File: src/rtl/calc_pkg.sv
// Shared encodings for the RPN calculator: operator codes, error codes and engine states.
// Constants only; no logic, no latency.
package calc_pkg;

    typedef enum logic [2:0] {
        OP_ADD  = 3'd0,
        OP_SUB  = 3'd1,
        OP_MUL  = 3'd2,
        OP_MOD  = 3'd3,
        OP_CLR  = 3'd4,
        OP_DROP = 3'd5
    } op_e;

    typedef enum logic [1:0] {
        ERR_NONE      = 2'd0,
        ERR_UNDERFLOW = 2'd1,
        ERR_FULL      = 2'd2,
        ERR_DIV0      = 2'd3
    } err_e;

    // Bad opcode shares the all-ones code with DIV0 on the 2-bit status bus.
    localparam logic [1:0] ERR_BADOP = 2'b11;

    typedef enum logic [1:0] {
        IDLE = 2'd0,
        DIV  = 2'd1,
        WB   = 2'd2
    } state_e;

endpackage

File: src/rtl/calc_divider.sv
// Unsigned WIDTH-bit restoring divider returning the remainder; one quotient bit per cycle.
// o_done pulses WIDTH+1 cycles after i_start; i_start while busy restarts it, no backpressure.
module calc_divider
    import calc_pkg::*;
#(
    parameter int WIDTH = 8
) (
    input  logic             clk,
    input  logic             rst,
    input  logic             i_start,
    input  logic [WIDTH-1:0] i_dividend,
    input  logic [WIDTH-1:0] i_divisor,
    output logic             o_done,
    output logic [WIDTH-1:0] o_rem
);
    localparam int CW = $clog2(WIDTH);

    logic [WIDTH-1:0] r_rem;
    logic [WIDTH-1:0] r_q;
    logic [WIDTH-1:0] r_d;
    logic [CW-1:0]    r_cnt;
    logic             r_busy;
    logic             r_done;

    logic [WIDTH:0]   w_shift;
    logic             w_ge;
    logic [WIDTH-1:0] w_sub;

    // Partial remainder stays below the divisor, so the trial difference fits in WIDTH bits.
    assign w_shift = {r_rem, r_q[WIDTH-1]};
    assign w_ge    = (w_shift >= {1'b0, r_d});
    assign w_sub   = WIDTH'(w_shift - {1'b0, r_d});

    always_ff @(posedge clk) begin
        if (rst) begin
            r_rem  <= '0;
            r_q    <= '0;
            r_d    <= '0;
            r_cnt  <= '0;
            r_busy <= 1'b0;
            r_done <= 1'b0;
        end else begin
            r_done <= 1'b0;
            if (i_start) begin
                r_rem  <= '0;
                r_q    <= i_dividend;
                r_d    <= i_divisor;
                r_cnt  <= '0;
                r_busy <= 1'b1;
            end else if (r_busy) begin
                r_rem <= w_ge ? w_sub : w_shift[WIDTH-1:0];
                r_q   <= {r_q[WIDTH-2:0], w_ge};
                r_cnt <= r_cnt + CW'(1);
                if (r_cnt == CW'(WIDTH - 1)) begin
                    r_busy <= 1'b0;
                    r_done <= 1'b1;
                end
            end
        end
    end

    assign o_done = r_done;
    assign o_rem  = r_rem;

endmodule

File: src/rtl/rpn_calc_engine.sv
// RPN calculator on a DEPTH-entry register stack: push, ADD/SUB/MUL/CLR/DROP in 1 cycle, MOD in WIDTH+2.
// in_ready is high only when idle; tokens offered while busy are dropped, not queued.
module rpn_calc_engine
    import calc_pkg::*;
#(
    parameter int WIDTH = 8,
    parameter int DEPTH = 4
) (
    input  logic                       clk,
    input  logic                       rst,
    input  logic                       in_valid,
    output logic                       in_ready,
    input  logic                       in_is_op,
    input  logic [WIDTH-1:0]           in_data,
    input  logic [2:0]                 in_op,
    output logic [WIDTH-1:0]           a,
    output logic [WIDTH-1:0]           b,
    output logic [2:0]                 op,
    output logic [WIDTH-1:0]           result,
    output logic                       sign,
    output logic                       overflow,
    output logic [1:0]                 err,
    output logic [$clog2(DEPTH+1)-1:0] depth
);
    localparam int DW = $clog2(DEPTH + 1);
    localparam int IW = $clog2(DEPTH);

    logic signed [WIDTH-1:0] r_stk [DEPTH];
    logic [DW-1:0]           r_depth;
    logic [2:0]              r_op;
    logic [WIDTH-1:0]        r_result;
    logic                    r_ovf;
    logic [1:0]              r_err;
    logic                    r_a_neg;
    state_e                  r_state;
    state_e                  w_state_nxt;

    logic [IW-1:0]           w_idx_top;
    logic [IW-1:0]           w_idx_nos;
    logic [IW-1:0]           w_idx_push;
    logic                    w_has1;
    logic                    w_has2;
    logic                    w_full;
    logic signed [WIDTH-1:0] w_a;
    logic signed [WIDTH-1:0] w_b;
    logic signed [WIDTH-1:0] w_sum;
    logic signed [WIDTH-1:0] w_dif;
    logic signed [2*WIDTH-1:0] w_a_ext;
    logic signed [2*WIDTH-1:0] w_b_ext;
    logic signed [2*WIDTH-1:0] w_prod;

    logic [1:0]              w_tok_err;
    logic signed [WIDTH-1:0] w_res;
    logic                    w_res_ovf;
    logic                    w_is_arith;
    logic                    w_is_mod;
    logic                    w_div_start;
    logic                    w_div_done;
    logic [WIDTH-1:0]        w_abs_a;
    logic [WIDTH-1:0]        w_abs_b;
    logic [WIDTH-1:0]        w_rem;
    logic [WIDTH-1:0]        w_mod_res;

    assign w_has1     = (r_depth != '0);
    assign w_has2     = (r_depth >= DW'(2));
    assign w_full     = (r_depth == DW'(DEPTH));
    assign w_idx_top  = IW'(r_depth - DW'(1));
    assign w_idx_nos  = IW'(r_depth - DW'(2));
    assign w_idx_push = IW'(r_depth);

    assign w_a = w_has2 ? r_stk[w_idx_nos] : '0;
    assign w_b = w_has1 ? r_stk[w_idx_top] : '0;

    assign w_sum   = w_a + w_b;
    assign w_dif   = w_a - w_b;
    assign w_a_ext = {{WIDTH{w_a[WIDTH-1]}}, w_a};
    assign w_b_ext = {{WIDTH{w_b[WIDTH-1]}}, w_b};
    assign w_prod  = w_a_ext * w_b_ext;

    // Magnitudes are unsigned, so the most negative operand keeps its full value.
    assign w_abs_a   = w_a[WIDTH-1] ? WIDTH'(-w_a) : w_a;
    assign w_abs_b   = w_b[WIDTH-1] ? WIDTH'(-w_b) : w_b;
    assign w_mod_res = r_a_neg ? WIDTH'(~w_rem + WIDTH'(1)) : w_rem;

    always_comb begin
        w_tok_err  = ERR_NONE;
        w_res      = '0;
        w_res_ovf  = 1'b0;
        w_is_arith = 1'b0;
        w_is_mod   = 1'b0;
        if (!in_is_op) begin
            if (w_full) w_tok_err = ERR_FULL;
        end else begin
            case (in_op)
                OP_ADD, OP_SUB, OP_MUL: begin
                    if (!w_has2) begin
                        w_tok_err = ERR_UNDERFLOW;
                    end else begin
                        w_is_arith = 1'b1;
                        if (in_op == OP_ADD) begin
                            w_res     = w_sum;
                            w_res_ovf = (w_a[WIDTH-1] == w_b[WIDTH-1]) &&
                                        (w_sum[WIDTH-1] != w_a[WIDTH-1]);
                        end else if (in_op == OP_SUB) begin
                            w_res     = w_dif;
                            w_res_ovf = (w_a[WIDTH-1] != w_b[WIDTH-1]) &&
                                        (w_dif[WIDTH-1] != w_a[WIDTH-1]);
                        end else begin
                            w_res     = w_prod[WIDTH-1:0];
                            w_res_ovf = (w_prod[2*WIDTH-1:WIDTH] != {WIDTH{w_prod[WIDTH-1]}});
                        end
                    end
                end
                OP_MOD: begin
                    if (!w_has2)          w_tok_err = ERR_UNDERFLOW;
                    else if (w_b == '0)   w_tok_err = ERR_DIV0;
                    else                  w_is_mod  = 1'b1;
                end
                OP_CLR: ;
                OP_DROP: begin
                    if (!w_has1) w_tok_err = ERR_UNDERFLOW;
                end
                default: w_tok_err = ERR_BADOP;
            endcase
        end
    end

    always_ff @(posedge clk) begin
        if (rst) r_state <= IDLE;
        else     r_state <= w_state_nxt;
    end

    always_comb begin
        w_state_nxt = r_state;
        in_ready    = 1'b0;
        w_div_start = 1'b0;
        case (r_state)
            IDLE: begin
                in_ready = 1'b1;
                if (in_valid && w_is_mod) begin
                    w_div_start = 1'b1;
                    w_state_nxt = DIV;
                end
            end
            DIV: begin
                if (w_div_done) w_state_nxt = WB;
            end
            WB:      w_state_nxt = IDLE;
            default: w_state_nxt = IDLE;
        endcase
    end

    calc_divider #(
        .WIDTH (WIDTH)
    ) u_div (
        .clk        (clk),
        .rst        (rst),
        .i_start    (w_div_start),
        .i_dividend (w_abs_a),
        .i_divisor  (w_abs_b),
        .o_done     (w_div_done),
        .o_rem      (w_rem)
    );

    always_ff @(posedge clk) begin
        if (rst) begin
            for (int i = 0; i < DEPTH; i++) r_stk[i] <= '0;
            r_depth  <= '0;
            r_op     <= OP_ADD;
            r_result <= '0;
            r_ovf    <= 1'b0;
            r_err    <= ERR_NONE;
            r_a_neg  <= 1'b0;
        end else if (r_state == IDLE) begin
            if (in_valid) begin
                if (in_is_op) r_op <= in_op;
                r_err <= w_tok_err;
                if (w_tok_err == ERR_NONE) begin
                    if (!in_is_op) begin
                        r_stk[w_idx_push] <= in_data;
                        r_depth           <= r_depth + DW'(1);
                    end else if (w_is_arith) begin
                        r_stk[w_idx_nos] <= w_res;
                        r_depth          <= r_depth - DW'(1);
                        r_result         <= w_res;
                        r_ovf            <= w_res_ovf;
                    end else if (w_is_mod) begin
                        r_a_neg <= w_a[WIDTH-1];
                    end else if (in_op == OP_CLR) begin
                        r_depth  <= '0;
                        r_result <= '0;
                    end else if (in_op == OP_DROP) begin
                        r_depth <= r_depth - DW'(1);
                    end
                end
            end
        end else if (r_state == WB) begin
            // Stack was frozen during the divide, so a/b still address the original operands.
            r_stk[w_idx_nos] <= w_mod_res;
            r_depth          <= r_depth - DW'(1);
            r_result         <= w_mod_res;
            r_ovf            <= 1'b0;
        end
    end

    assign a        = w_a;
    assign b        = w_b;
    assign op       = r_op;
    assign result   = r_result;
    assign sign     = r_result[WIDTH-1];
    assign overflow = r_ovf;
    assign err      = r_err;
    assign depth    = r_depth;

endmodule

File: config.mk
export PLATFORM = sky130hd
export DESIGN_NAME = rpn_calc_engine
export DESIGN_NICKNAME = d
export VERILOG_FILES = /design/src/rtl/calc_pkg.sv /design/src/rtl/calc_divider.sv /design/src/rtl/rpn_calc_engine.sv
export SDC_FILE = /design/constraint.sdc
export NUM_CORES = 1
export LEC_CHECK = 0
export CAP_MARGIN = 40
export CORE_ASPECT_RATIO = 0.8
export CORE_MARGIN = 2
export CORE_UTILIZATION = 31
export CTS_BUF_LIST = sky130_fd_sc_hd__clkbuf_4
export CTS_CLUSTER_DIAMETER = 120
export DETAILED_ROUTE_END_ITERATION = 6
export MAX_ROUTING_LAYER = met4
export SLEW_MARGIN = 20
export SYNTH_ARGS = -nofsm -noshare
export SYNTH_HDL_FRONTEND = slang
export SYNTH_HIERARCHICAL = 1
export SYNTH_SLANG_ARGS = --single-unit
File: constraint.sdc
create_clock -name clk -period 7 [get_ports clk]
set_input_delay 1.05 -clock clk [delete_from_list [all_inputs] [get_ports clk]]
set_output_delay 1.05 -clock clk [all_outputs]
set_load 0.01 [all_outputs]
# ---- Word level (Yosys, flattened, before mapping)
# Memory sizes are Yosys's and may differ from the RTL's.
# Cells that the tools add are included.
dict set report totals {
  reg_bits 49
  ram_bits 32
  inputBits 15
  output_inout_bits 35
  wordCells 167
  memories 1
}
dict set report classes {
  add_sub_neg 10
  n_mul 1
  n_lt_le_gt_ge 2
  n_eq_ne 24
  mux 90
  n_bitwise 4
  n_reduce_logical 22
}
# name words word_bits rd rd_ports_with_merged_regs write_ports line
set memory_table {}
lappend memory_table {r_stk 4 8 2 0 4 rpn_calc_engine.sv:28} ;# logic signed [WIDTH-1:0] r_stk [DEPTH];
# operator count
set ops {}
lappend ops {{2-to-1 mux 8 bit} 24}
lappend ops {{2-to-1 mux 1 bit} 47}
lappend ops {{2-to-1 mux 3 bit} 9}
lappend ops {{multiplier 8 x 8 -> 16 bit} 1}
lappend ops {{2-to-1 mux 2 bit} 8}
lappend ops {{negation 8 bit} 2}
lappend ops {{OR reduction 8 bit} 2}
lappend ops {{subtractor 8 bit} 2}
lappend ops {{== test 3 bit (second input constant)} 4}
lappend ops {{AND reduction 6 bit} 2}
lappend ops {{AND reduction 5 bit} 2}
lappend ops {{>= comparator 9 x 8 -> 1 bit} 1}
lappend ops {{adder 8 x 1 -> 8 bit (second input constant)} 1}
lappend ops {{adder 8 bit} 1}
lappend ops {{logical NOT 8 bit} 1}
lappend ops {{!= test 2 bit (second input constant)} 4}
lappend ops {{!= test 8 bit} 1}
lappend ops {{inverter 8 bit} 1}
lappend ops {{one-hot mux 2 bit (4 select lines)} 1}
lappend ops {{adder 3 x 1 -> 3 bit (second input constant)} 2}
lappend ops {{== test 3 x 2 -> 1 bit (second input constant)} 2}
lappend ops {{OR reduction 3 bit} 2}
lappend ops {{!= test 5 x 3 -> 1 bit (second input constant)} 1}
lappend ops {{logical NOT 2 bit} 2}
lappend ops {{other kinds (22)} 30}

# ---- Longest topological paths before layout
# Gate-level depths: netlist of run 1.
# An unclocked memory read counts as a cell.
dict set report depth {
  word_depth 17
  mapped_depth 27
  mapped_depth_nobuf 23
}

# ---- Cells and area by module
# The synthesis of run 1 kept the hierarchy.
# mod instances cells_per_inst area_per_inst_um2 seq_area_each_um2
set modules_own_cells {}
lappend modules_own_cells {rpn_calc_engine 1 757 6562.5 1361.3}
lappend modules_own_cells {calc_divider 1 183 1571.5 580.6}

# ---- Worst setup path before layout of run 1
# No wires, ideal clock.
dict set report synth_path {
  kind {register to register}
  start {register r_depth[0] (netlist: depth[0])}
  end {register r_ovf (netlist: overflow)}
  setup_ns 0.123
  t_arrival_ns 6.364
  required_time_ns 6.877
  path_slack_ns 0.513
  stages_incl_launch_ff 28
  path_buffers 4
  path_cell_list {dfxtp_1 -> buf_6 -> buf_2 -> inv_2 -> ha_1 -> buf_2 -> mux4_1 -> and2_1 -> clkbuf_1 -> inv_1 -> nor2_1 -> fa_1 -> inv_1 -> fa_1 -> inv_1 -> fa_1 -> inv_1 -> fa_1 -> inv_1 -> ha_1 -> nand2_1 -> nor2_1 -> a2111oi_0 -> o211ai_1 -> nor4bb_1 -> mux2i_1 -> nor3_1 -> o21ai_1}
}
dict set report synth_between {
  elab_chain_len 15
  elab_cells_between_ends 42
}
# element line
set synth_lines {}
lappend synth_lines {{start, declared} rpn_calc_engine.sv:29} ;# logic [DW-1:0] r_depth;
lappend synth_lines {{start signal, assigned} rpn_calc_engine.sv:181} ;# r_depth <= r_depth + DW'(1);
lappend synth_lines {{start signal, assigned} rpn_calc_engine.sv:184} ;# r_depth <= r_depth - DW'(1);
lappend synth_lines {{start signal, assigned} rpn_calc_engine.sv:193} ;# r_depth <= r_depth - DW'(1);
lappend synth_lines {{subtractor 3 x 1 -> 3 bit} --}
lappend synth_lines {{memory (4 x 8 bit)} --}
lappend synth_lines {{2-to-1 mux 8 bit *} rpn_calc_engine.sv:72} ;# assign w_b = w_has1 ? r_stk[w_idx_top] : '0;
lappend synth_lines {{via b[2]} rpn_calc_engine.sv:17} ;# output logic [WIDTH-1:0] b,
lappend synth_lines {{branches (longest 12 deep; another with multiplier 8 x 8 -> 16 bit)} --}
lappend synth_lines {{end signal, assigned} rpn_calc_engine.sv:186} ;# r_ovf <= w_res_ovf;
lappend synth_lines {{end, declared} rpn_calc_engine.sv:32} ;# logic r_ovf;
# Mark *: on every way through the listed nets, which the timed path passes. The select of a mux whose other input is x is not followed.
# A chain may end at the register's enable or synchronous reset.

# ---- Worst setup path after layout of run 1
dict set report layout_path {
  start {register r_depth[0] (netlist: depth[0])}
  end {register r_ovf (netlist: overflow)}
}
dict set report layout_between {
  elab_chain_len 15
  elab_cells_between_ends 42
}
# element
set layout_lines {}
lappend layout_lines {{branches (longest 15 deep; another with multiplier 8 x 8 -> 16 bit)}}
# Several ways; the timed one is not identified. The select of a mux whose other input is x is not followed.

==> impl_metrics.yaml, run 1 <==
status:
  status: "finished, final reports clean"
cts:
  cts.sinks: 81
  clockRootBuffer: "clkbuf_4"
  cts_hold_buffers: 0
  cts-resized-gates: 0
  cts_buffers: 9
  clockBufferDepth: 2
  cts_setup_buffers: 0
  cts_tree: "done"
  clkTransAtPathRegs_ps: 140
  clkLatencyLatePin_ps: 440
  htreeDepth: 3
critical_path:
  max_stage_delay_ps: 730
  crit_buf_inv: 6
  rrSetupSlack_ps: 470
  cp_top_family: "adder cells"
  cp-start-kind: "register"
  worstPathMaxFanout: 21
  critical_path.endpoint_type: "register"
  reg2reg_from: "depth[0]$_SDFFE_PP0P_"
  crit_top_cell: "inv_1"
  cp.arrival_ps: 6870
  cp_slowest_cell: "fa_1"
  path_class: "reg -> reg"
  r2r_cells: 22
  critPathRequiredTime_ps: 7340
  crit_chain: "buf_4 -> mux4_1 -> and2_1 -> inv_1 -> nor2_1 -> fa_1 -> inv_1 -> fa_1 -> inv_1 -> fa_1 -> inv_1 -> fa_1 -> inv_1 -> ha_1 -> nand2_1 -> nor2_1 -> a2111oi_0 -> o211ai_1 -> nor4bb_1 -> mux2i_1 -> nor3_1 -> o21ai_1"
  r2r-end: "overflow$_SDFFE_PP0P_"
placed_design:
  dp_slack_ps: 463.0
  gp_congestion: 0.9535
  io_buffers: 49
  place_hpwl_mm: 18.36
floorplanning:
  dieArea_sq_um: 27560
  die_w_um: 185.1
  die_y_um: 148.9
  coreArea_sq_um: 26060
  start_util_pct: 31.21
  pin_count: 50
  rows: 53
sta:
  finalCritPeriodShare_pct: 93.25
  finalSetupViolations: 0
  worst_pin_slew_ps: 1130
  hold_viol_final: 0
  max_freq_mhz: 153.2
  relSlewSlack_pct: 24.65
  drv_slew: 0
  tns_ps: 0
  min_period_ps: 6528
  rsz0062_at_grt: "no"
  worst_slack_ps: 472.5
  final.setup_skew_ps: 21.57
run:
  cap_viol_max_count: 0
detailed_routing:
  wirelength_mm: 22.67
  vias: 6773
  via_per_inst: 5.070
  drt_pass1_iterations: 7
  drcViolationCount: 0
  ant_nets: 0
  wl_per_cell_um: 16.97
  drt_iter0_markers: 861
yosys:
  synthDistinctLibCells: 66
  ys.flop_type: "dfxtp_1"
  synth_edf_count: 32
  synth-seq-cells: 81
  synth_area_leaders: "fa_1 14%, dfxtp_1 12%, edfxtp_1 12%"
  ys_top_cells_by_count: "143 x nor2_1, 128 x inv_1, 86 x nand2_1"
  yosys.area.top_type: "fa_1"
  synthCells: 940
  synth_top_area_share_pct: 14.27
  synth_most_common_cell: "nor2_1"
  syn_nets: 1073
  async_reset_ff_share_pct: 0
  seq_area_frac_synth_pct: 23.87
  yosysWarnings: 6
  synth_area_sq_um: 8134
  syn_avg_cell_area_sq_um: 8.653
power:
  irDropWorstVdd_mv: 0.1175
  power-per-cell-area_nw_per_um2: 135.4
  leakagePower_nw: 3.616
hold_path:
  hold_start: "r_state[1]$_SDFFE_PP0P_"
  min_to: "r_state[1]$_SDFFE_PP0P_"
  hold_class: "reg -> reg"
  hold_path_depth: 1
global_route:
  grt_pass1_wl_mm: 36.18
  grt_pass1_vias: 6421
  grt_usage_pct: 17.35
  grt_max_degree: 30
  antenna_found_initial: 0
  gr-total-overflow: 0
cells_and_area:
  n_antenna_cell: 0
  multiInputGateArea_sq_um: 5524
  nets: 1107
  ff_latch_area_sq_um: 1942
  fill_cells: 2687
  area_delta_synth_final_pct: 12.60
  drive_gt1_share_pct: 6.231
-- cell usage in the layout (no fill, tap or decap), drive strengths merged, types with 35 or more instances in the layout --
cell	count
dfxtp	49
inv	131
a21oi	38
clkdlybuf4s50	49
nor2	143
fa	58
nand2	86
o21ai	38
ha	60
mux2i	35
-- metal layers --
layer / global-route usage (%) / vias up / share of wire, %
met3: 2.417 / 36 / 5.4
li1: - / 3255 / -
met1: 25.59 / 3264 / 49
met2: 25.34 / 218 / 43
met5: - / - / 0
met4: 3.413 / 0 / 1.7
-- layout make-up --
| class | instances | area share (%) |
|---|---|---|
| Tap cell | 357 | 4.877 |
| Timing Repair Buffer | 64 | 6.667 |
| Sequential cell | 81 | 21.20 |
| Clock buffer | 10 | 0.8197 |
| Multi-Input combinational cell | 687 | 60.31 |
| Clock inverter | 6 | 0.7514 |
| Inverter | 131 | 5.369 |
-- state kept, by name, summed over array words and instances, names as in the netlist --
signal and cells:
u_div/r_cnt 3, err 2, overflow 1, result 8, u_div/r_busy 1, r_state 2
depth 3, op 3, u_div/o_done 1, r_stk 32, u_div/r_d 8, u_div/o_rem 8
r_a_neg 1, u_div/r_q 8
-- kinds of logic (layout without fill, tap and decap cells) --
kind of cell | after synthesis | after routing | share of synthesized area (%)
AOI/OAI and AO/OA | 154 | 154 | 12.69
buffers and inverters | 172 | 211 | 8.275
adders and majority gates | 118 | 118 | 23.50
muxes | 54 | 54 | 9.429
DFF | 81 | 81 | 23.87
and+or+nand+nor | 321 | 321 | 17.92
xor gates and xnor gates | 40 | 40 | 4.307
-- per-stage QoR --
stage / instances / utilization (%) / cell area (sq um) / hold slack (ps) / total power, mW
3_3_place_gp: 1317 / 34.47 / 8982 / 476.3 / 0.9560
3_5_place_dp: 1319 / 34.52 / 8997 / 487.2 / 0.9589
4_1_cts: 1335 / 35.08 / 9141 / 510.9 / 1.243
5_1_grt: 1336 / 35.14 / 9159 / 527.5 / 1.311
6_report: 1336 / 35.14 / 9159 / 510.7 / 1.240
2_1_floorplan: 940 / - / 8134 / 460.4 / 0.8280
-- report_power, final --
part	internal [mW]	switching, mW
Sequential	0.506	0.00993
Combinational	0.176	0.266
Clock	0.114	0.169
-- how the worst max path moves through the flow --
stage | startpoint | endpoint | slack [ps] | cells past startpoint
2_1_floorplan | depth[0]$_SDFFE_PP0P_ | overflow$_SDFFE_PP0P_ | 510 | 27
3_3_place_gp | depth[1]$_SDFFE_PP0P_ | overflow$_SDFFE_PP0P_ | 610 | 21
3_5_place_dp | depth[0]$_SDFFE_PP0P_ | overflow$_SDFFE_PP0P_ | 460 | 23
4_1_cts | depth[0]$_SDFFE_PP0P_ | overflow$_SDFFE_PP0P_ | 460 | 23
5_1_grt | depth[0]$_SDFFE_PP0P_ | overflow$_SDFFE_PP0P_ | 50 | 21
6_report | depth[0]$_SDFFE_PP0P_ | overflow$_SDFFE_PP0P_ | 470 | 22
-- worst register-to-register path, delay by kind of cell, from the launching register on --
kind / cells / cell delay [ps]
buffers and inverters: 6 / 780
flip-flops: 1 / 370
adder cells (fa/ha/maj): 5 / 2670
multiplexers: 2 / 810
AO/OA/AOI/OAI: 3 / 710
AND/OR/NAND/NOR: 6 / 1100
No activity file was read; power rests on OpenSTA's default activity.
==> run 2: changes to the inputs <==
--- a/config.mk
+++ b/config.mk
@@ -12,6 +12,7 @@
 export CTS_BUF_LIST = sky130_fd_sc_hd__clkbuf_4
 export CTS_CLUSTER_DIAMETER = 120
 export DETAILED_ROUTE_END_ITERATION = 6
+export GPL_TIMING_DRIVEN = 0
 export MAX_ROUTING_LAYER = met4
 export SLEW_MARGIN = 20
 export SYNTH_ARGS = -nofsm -noshare
==> impl_metrics.yaml, run 2 (same netlist as run 1, synthesis figures left out) <==
sta:
  final.setup_skew_ps: 18.28
  max_freq_mhz: 148.9
  tns_ps: 0
  finalCritPeriodShare_pct: 95.93
  finalSetupViolations: 0
  rsz0062_at_grt: "yes"
  drv_slew: 0
  worst_pin_slew_ps: 1189
  min_period_ps: 6715
  hold_viol_final: 0
  relSlewSlack_pct: 20.72
detailed_routing:
  drt_pass1_iterations: 7
  wl_per_cell_um: 17.03
  dr.max_layer_used: "met4"
  wirelength_mm: 23.18
  drt_iter0_markers: 531
  ant_nets: 0
  via_per_inst: 5.053
  vias: 6877
  met3_length_mm: 1.608
  wl_met2_mm: 10.34
  wl_met1_mm: 11.01
  drcViolationCount: 0
critical_path:
  critical_path.endpoint_type: "register"
  path_class: "reg -> reg"
  r2r_cells: 24
  cp-start-kind: "register"
  cp.arrival_ps: 7060
  reg2reg_from: "depth[0]$_SDFFE_PP0P_"
  worstPathMaxFanout: 10
  r2r-end: "overflow$_SDFFE_PP0P_"
  critPathRequiredTime_ps: 7350
  rrSetupSlack_ps: 290
cells_and_area:
  drive_gt1_share_pct: 8.665
  nets: 1132
  n_antenna_cell: 0
  largest_register_ff_count: 32
  layout.cells.most_common_list: "143 x nor2_1, 125 x inv_1, 83 x nand2_1"
  area_delta_synth_final_pct: 14.46
  top_register: "r_stk"
  final_common_cell: "nor2_1"
  final_cells: 1361
placed_design:
  io_buffers: 47
  place_hpwl_mm: 18.43
  dp_cells: 1346
  gp_congestion: 0.9357
hold_path:
  hold_path_depth: 2
  min_to: "op[0]$_SDFFE_PP0P_"
  hold_start: "op[0]$_SDFFE_PP0P_"
  hold_class: "reg -> reg"
floorplanning:
  rows: 53
  die_y_um: 148.9
  pin_count: 50
  start_util_pct: 31.21
  die_w_um: 185.1
  coreArea_sq_um: 26060
  dieArea_sq_um: 27560
power:
  irDropWorstVdd_mv: 0.09301
  leakagePower_nw: 3.663
  power-per-cell-area_nw_per_um2: 141.0
cts:
  cts.sinks: 81
  htreeDepth: 3
  clkTransAtPathRegs_ps: 140
  cts_hold_buffers: 0
  clockRootBuffer: "clkbuf_4"
  cts_tree: "done"
  cts_buffers: 9
  clockBufferDepth: 2
  clkLatencyLatePin_ps: 450
run:
  cap_viol_max_count: 0
global_route:
  grt_usage_pct: 17.90
  grt_pass1_vias: 6736
  grt_max_degree: 15
  antenna_found_initial: 0
  grt_pass1_wl_mm: 37.06
  gr-total-overflow: 0
status:
  status: "finished, final reports clean"
run 2: changes by cell type in the layout (fill, tap and decap cells not counted), sizes merged:
cell           before  now
clkinv              3    2
clkdlybuf4s50      49   47
bufinv              1    2
clkbuf             10   34
buf                15   18
run 2: stage by stage:
stage	util (%)	instance area, sq um	setup slack (ps)	total power, mW	hold WS, ps
after floorplan	-	8134	513.1	0.8280	460.4
after global placement	34.73	9051	-756.0	0.9653	476.5
after detailed placement	34.79	9066	-807.7	0.9704	485.3
after CTS	35.44	9236	4.074	1.306	515.1
after global routing	35.72	9310	-23.41	1.385	529.7
final	35.72	9310	285.2	1.313	510.2
run 2: per-layer routing:
metal | GRT usage, % | up-vias
li1 | - | 3307
met1 | 24.70 | 3355
met2 | 26.89 | 193
met3 | 4.443 | 22
met4 | 3.175 | 0
met5 | - | -
run 2: timing repair:
item | in CTS | in global routing
endpoints found under the setup margin | 9 | 6
resized for setup | 17 | 19
pin swaps | 1 | 3
buffers inserted | 0 | 3
run 2: worst max-delay path by stage:
stage | from | end | slack, ps | depth (start not counted)
after floorplan | depth[0]$_SDFFE_PP0P_ | overflow$_SDFFE_PP0P_ | 510 | 27
after global placement | depth[0]$_SDFFE_PP0P_ | overflow$_SDFFE_PP0P_ | -760 | 27
after detailed placement | depth[0]$_SDFFE_PP0P_ | overflow$_SDFFE_PP0P_ | -810 | 27
after CTS | depth[0]$_SDFFE_PP0P_ | overflow$_SDFFE_PP0P_ | 4 | 26
after global routing | depth[0]$_SDFFE_PP0P_ | overflow$_SDFFE_PP0P_ | -20 | 23
final | depth[0]$_SDFFE_PP0P_ | overflow$_SDFFE_PP0P_ | 290 | 24
run 2: area by class of cell:
cell class | count | area (sq um)
clock buffers | 10 | 75.07
clock inverters | 6 | 92.59
repair buffers | 53 | 513.0
plain buffers | 36 | 172.7
flip-flops and latches | 81 | 1943
multi-input cells | 687 | 5575
fillers | 2713 | 16750
inverters | 131 | 491.7
well taps | 357 | 446.7
run 2: power by group:
group          switching, mW  internal, mW  total, mW
combinational          0.281         0.184      0.464
sequential           0.00942         0.506      0.515
clock                  0.184         0.150      0.333
run 2: worst max-delay path, stage by stage, from the launching register on:
cell and delay, ps:
dfxtp_2 400, buf_6 190, buf_6 190, inv_2 90, ha_1 290, buf_4 190, mux4_2 600, nand2_2 200
inv_2 150, ha_1 290, fa_1 540, fa_1 530, inv_1 60, fa_1 500, fa_1 570, inv_1 50
ha_1 280, clkbuf_2 160, and3_1 180, and3_1 170, nor3_1 230, nor4bb_1 230, mux2i_1 150, nor3_2 280
o21ai_1 110
==> run 3: changes to the inputs <==
--- a/config.mk
+++ b/config.mk
@@ -12,7 +12,6 @@
 export CTS_BUF_LIST = sky130_fd_sc_hd__clkbuf_4
 export CTS_CLUSTER_DIAMETER = 120
 export DETAILED_ROUTE_END_ITERATION = 6
-export GPL_TIMING_DRIVEN = 0
 export MAX_ROUTING_LAYER = met4
 export SLEW_MARGIN = 20
 export SYNTH_ARGS = -nofsm -noshare
==> results of run 3 <==
The final DEF is identical to that of run 1; final timing and power are the same.
==> variant: new RTL, config.mk and constraints of run 3 <==
Register the output `overflow` once more, cleared by the reset; this adds one clock of latency there. The other outputs are not delayed to match.
--- a/src/rtl/rpn_calc_engine.sv
+++ b/src/rtl/rpn_calc_engine.sv
@@ -209,5 +209,11 @@
     assign result   = r_result;
     assign sign     = r_result[WIDTH-1];
-    assign overflow = r_ovf;
+    always_ff @(posedge clk) begin
+        if (rst) begin
+            overflow <= '0;
+        end else begin
+            overflow <= r_ovf;
+        end
+    end
     assign err      = r_err;
     assign depth    = r_depth;
Behaviour: not the same (a bounded check fails within 4 cycles, from zero or initial values and one cycle with rst high).
==> variant against run 3 <==
The run now ends with DRC left; area after synthesis up 0.65%; sequential share of layout area is 0.056 points higher; cell area rose by 0.77%; via count increased by 1.8%; clock skew fell by 0.0067 ns; setup slack worse by 0.072 ns; count of clock-buffer cells in the layout stayed put; routed wire length is 5.7% higher; synthesized cell count grew 1.1%; total power is 5.8% higher; sequential cell count is 1 higher; critical path type unchanged; highest routed layer unchanged.
==> variant: results (changes against run 3) <==
Outcome
  • Outcome: finished with violations
  • Violated checks: DRC

Worst setup path
  • Crit path largest cell delay: 0.69 ns (-0.04 ns)
  • Top Family by Delay on Critical Path: adder cells
  • Worst Path Max Fanout: 22 (+4.8%)
  • Crit path DAT: 6.98 ns (+0.11 ns)
  • Critical path capture point: r_ovf$_SDFFE_PP0P_
  • Slack of the worst reg-to-reg path: 0.40 ns (-0.07 ns)
  • R2R depth: 21 (-4.5%)
  • Reg2reg start: depth[0]$_SDFFE_PP0P_

Power
  • Peak supply drop: 0.06678 mV (-43%)
  • Final Power: 1.312 mW (+5.8%)
  • Comb power frac: 38.9% (+3.3 points)
  • NetSw: 0.4991 mW (+12%)
  • Leakage power: 3.648 nW (+0.87%)
  • Clock group: 0.284 mW (about the same)

Logic synthesis
  • Synth top cells by count: 138 x nor2_1, 123 x inv_1, 94 x nand2_1
  • Average cell area after synthesis: 8.617 um2 (-0.41%)
  • Seq/Total Area, Yosys: 23.96% (+0.091 points)
  • Post-synth EDFFs: 32 (unchanged)
  • Top cells by area, synth: fa_1 14%, dfxtp_1 12%, edfxtp_1 12%, ha_1 9.2%, nor2_1 6.3%

Place
  • Port Buf Inserts: 49 (unchanged)
  • DPL Wire Length: 19.32 mm (+5.3%)
  • Dpl cell area: 9079 um2 (+0.90%)
  • Placed Cells: 1335 (+1.2%)
  • Placement Setup Slack: 0.2891 ns (-0.1739 ns)
  • Final Wtd Congestion: 0.9230 (-3.2%)

Layout
  • NumNets Final: 1122 (+1.4%)
  • Layout cells sized above 1: 7.646% (+1.4 points)

Timing
  • Clock skew: 0.01488 ns (-0.006689 ns)
  • Slew @ Worst Pin: 0.9295 ns (-0.2008 ns)
  • WHS: 0.4660 ns (-0.04471 ns)
  • Final period demand of the worst path: 6.599 ns (+0.07154 ns)

Hold path
  • WHS Endpoint: op[1]$_SDFFE_PP0P_
  • Min-delay src: op[1]$_SDFFE_PP0P_
  • WHS Path Cells: 2 (+1)

Global route
  • Largest net degree at the start of global routing: 48 (+60%)
  • First-pass GRT wire length: 37.78 mm (+4.4%)
  • Vias in the first global route: 6406 (-0.23%)
  • Overall global routing resource usage: 18.52% (+1.2 points)

Drt
  • # DRC: 2 (+2)
  • Via count: 6897 (+1.8%)
  • Starting DRT DRC Count: 792 (-8.0%)
  • Total routed wirelength: 23.97 mm (+5.7%)
  • Wirelength per Cell: 17.74 um (+4.5%)

Clock network
  • Cts repair resizes: 0 (unchanged)
  • Post-CTS Setup Bufs: 0 (unchanged)
  • Clk_lat worst skew: 0.47 ns (+0.03 ns)
variant: changes by cell type after synthesis, moves of 6 or more:
cell,run 3,this run
a211oi_2,0,6
o21ai_0,33,39
nand2_1,86,94
nor2b_1,5,14
a222oi_1,8,2
a21oi_1,38,47
variant: final cells by class:
cell class                 count  area [um2]
clock buffer                  10       75.07
clock inverter                 6       57.56
fill                        2732       16900
inverter                     124       465.4
multi-input combinational    704        5590
sequential                    82        1962
tap                          357       446.7
timing repair buffer          68       631.9
variant: cell families after synthesis:
logic type	count (synthesis)	share of synthesized area, %
and+or+nand+nor	333	18.28
buffers and inverters	164	7.947
AOI/OAI and AO/OA	162	13.36
adders and majority gates	118	23.35
DFF	82	23.96
muxes	50	8.712
xor gates and xnor gates	41	4.386
variant: per-layer routing:
layer,vias up,GRT usage [%],share of wire [%]
li1,3287,-,-
met1,3333,26.73,48
met2,258,25.37,42
met3,19,5.908,9.2
met4,0,3.228,1.2
met5,-,-,0
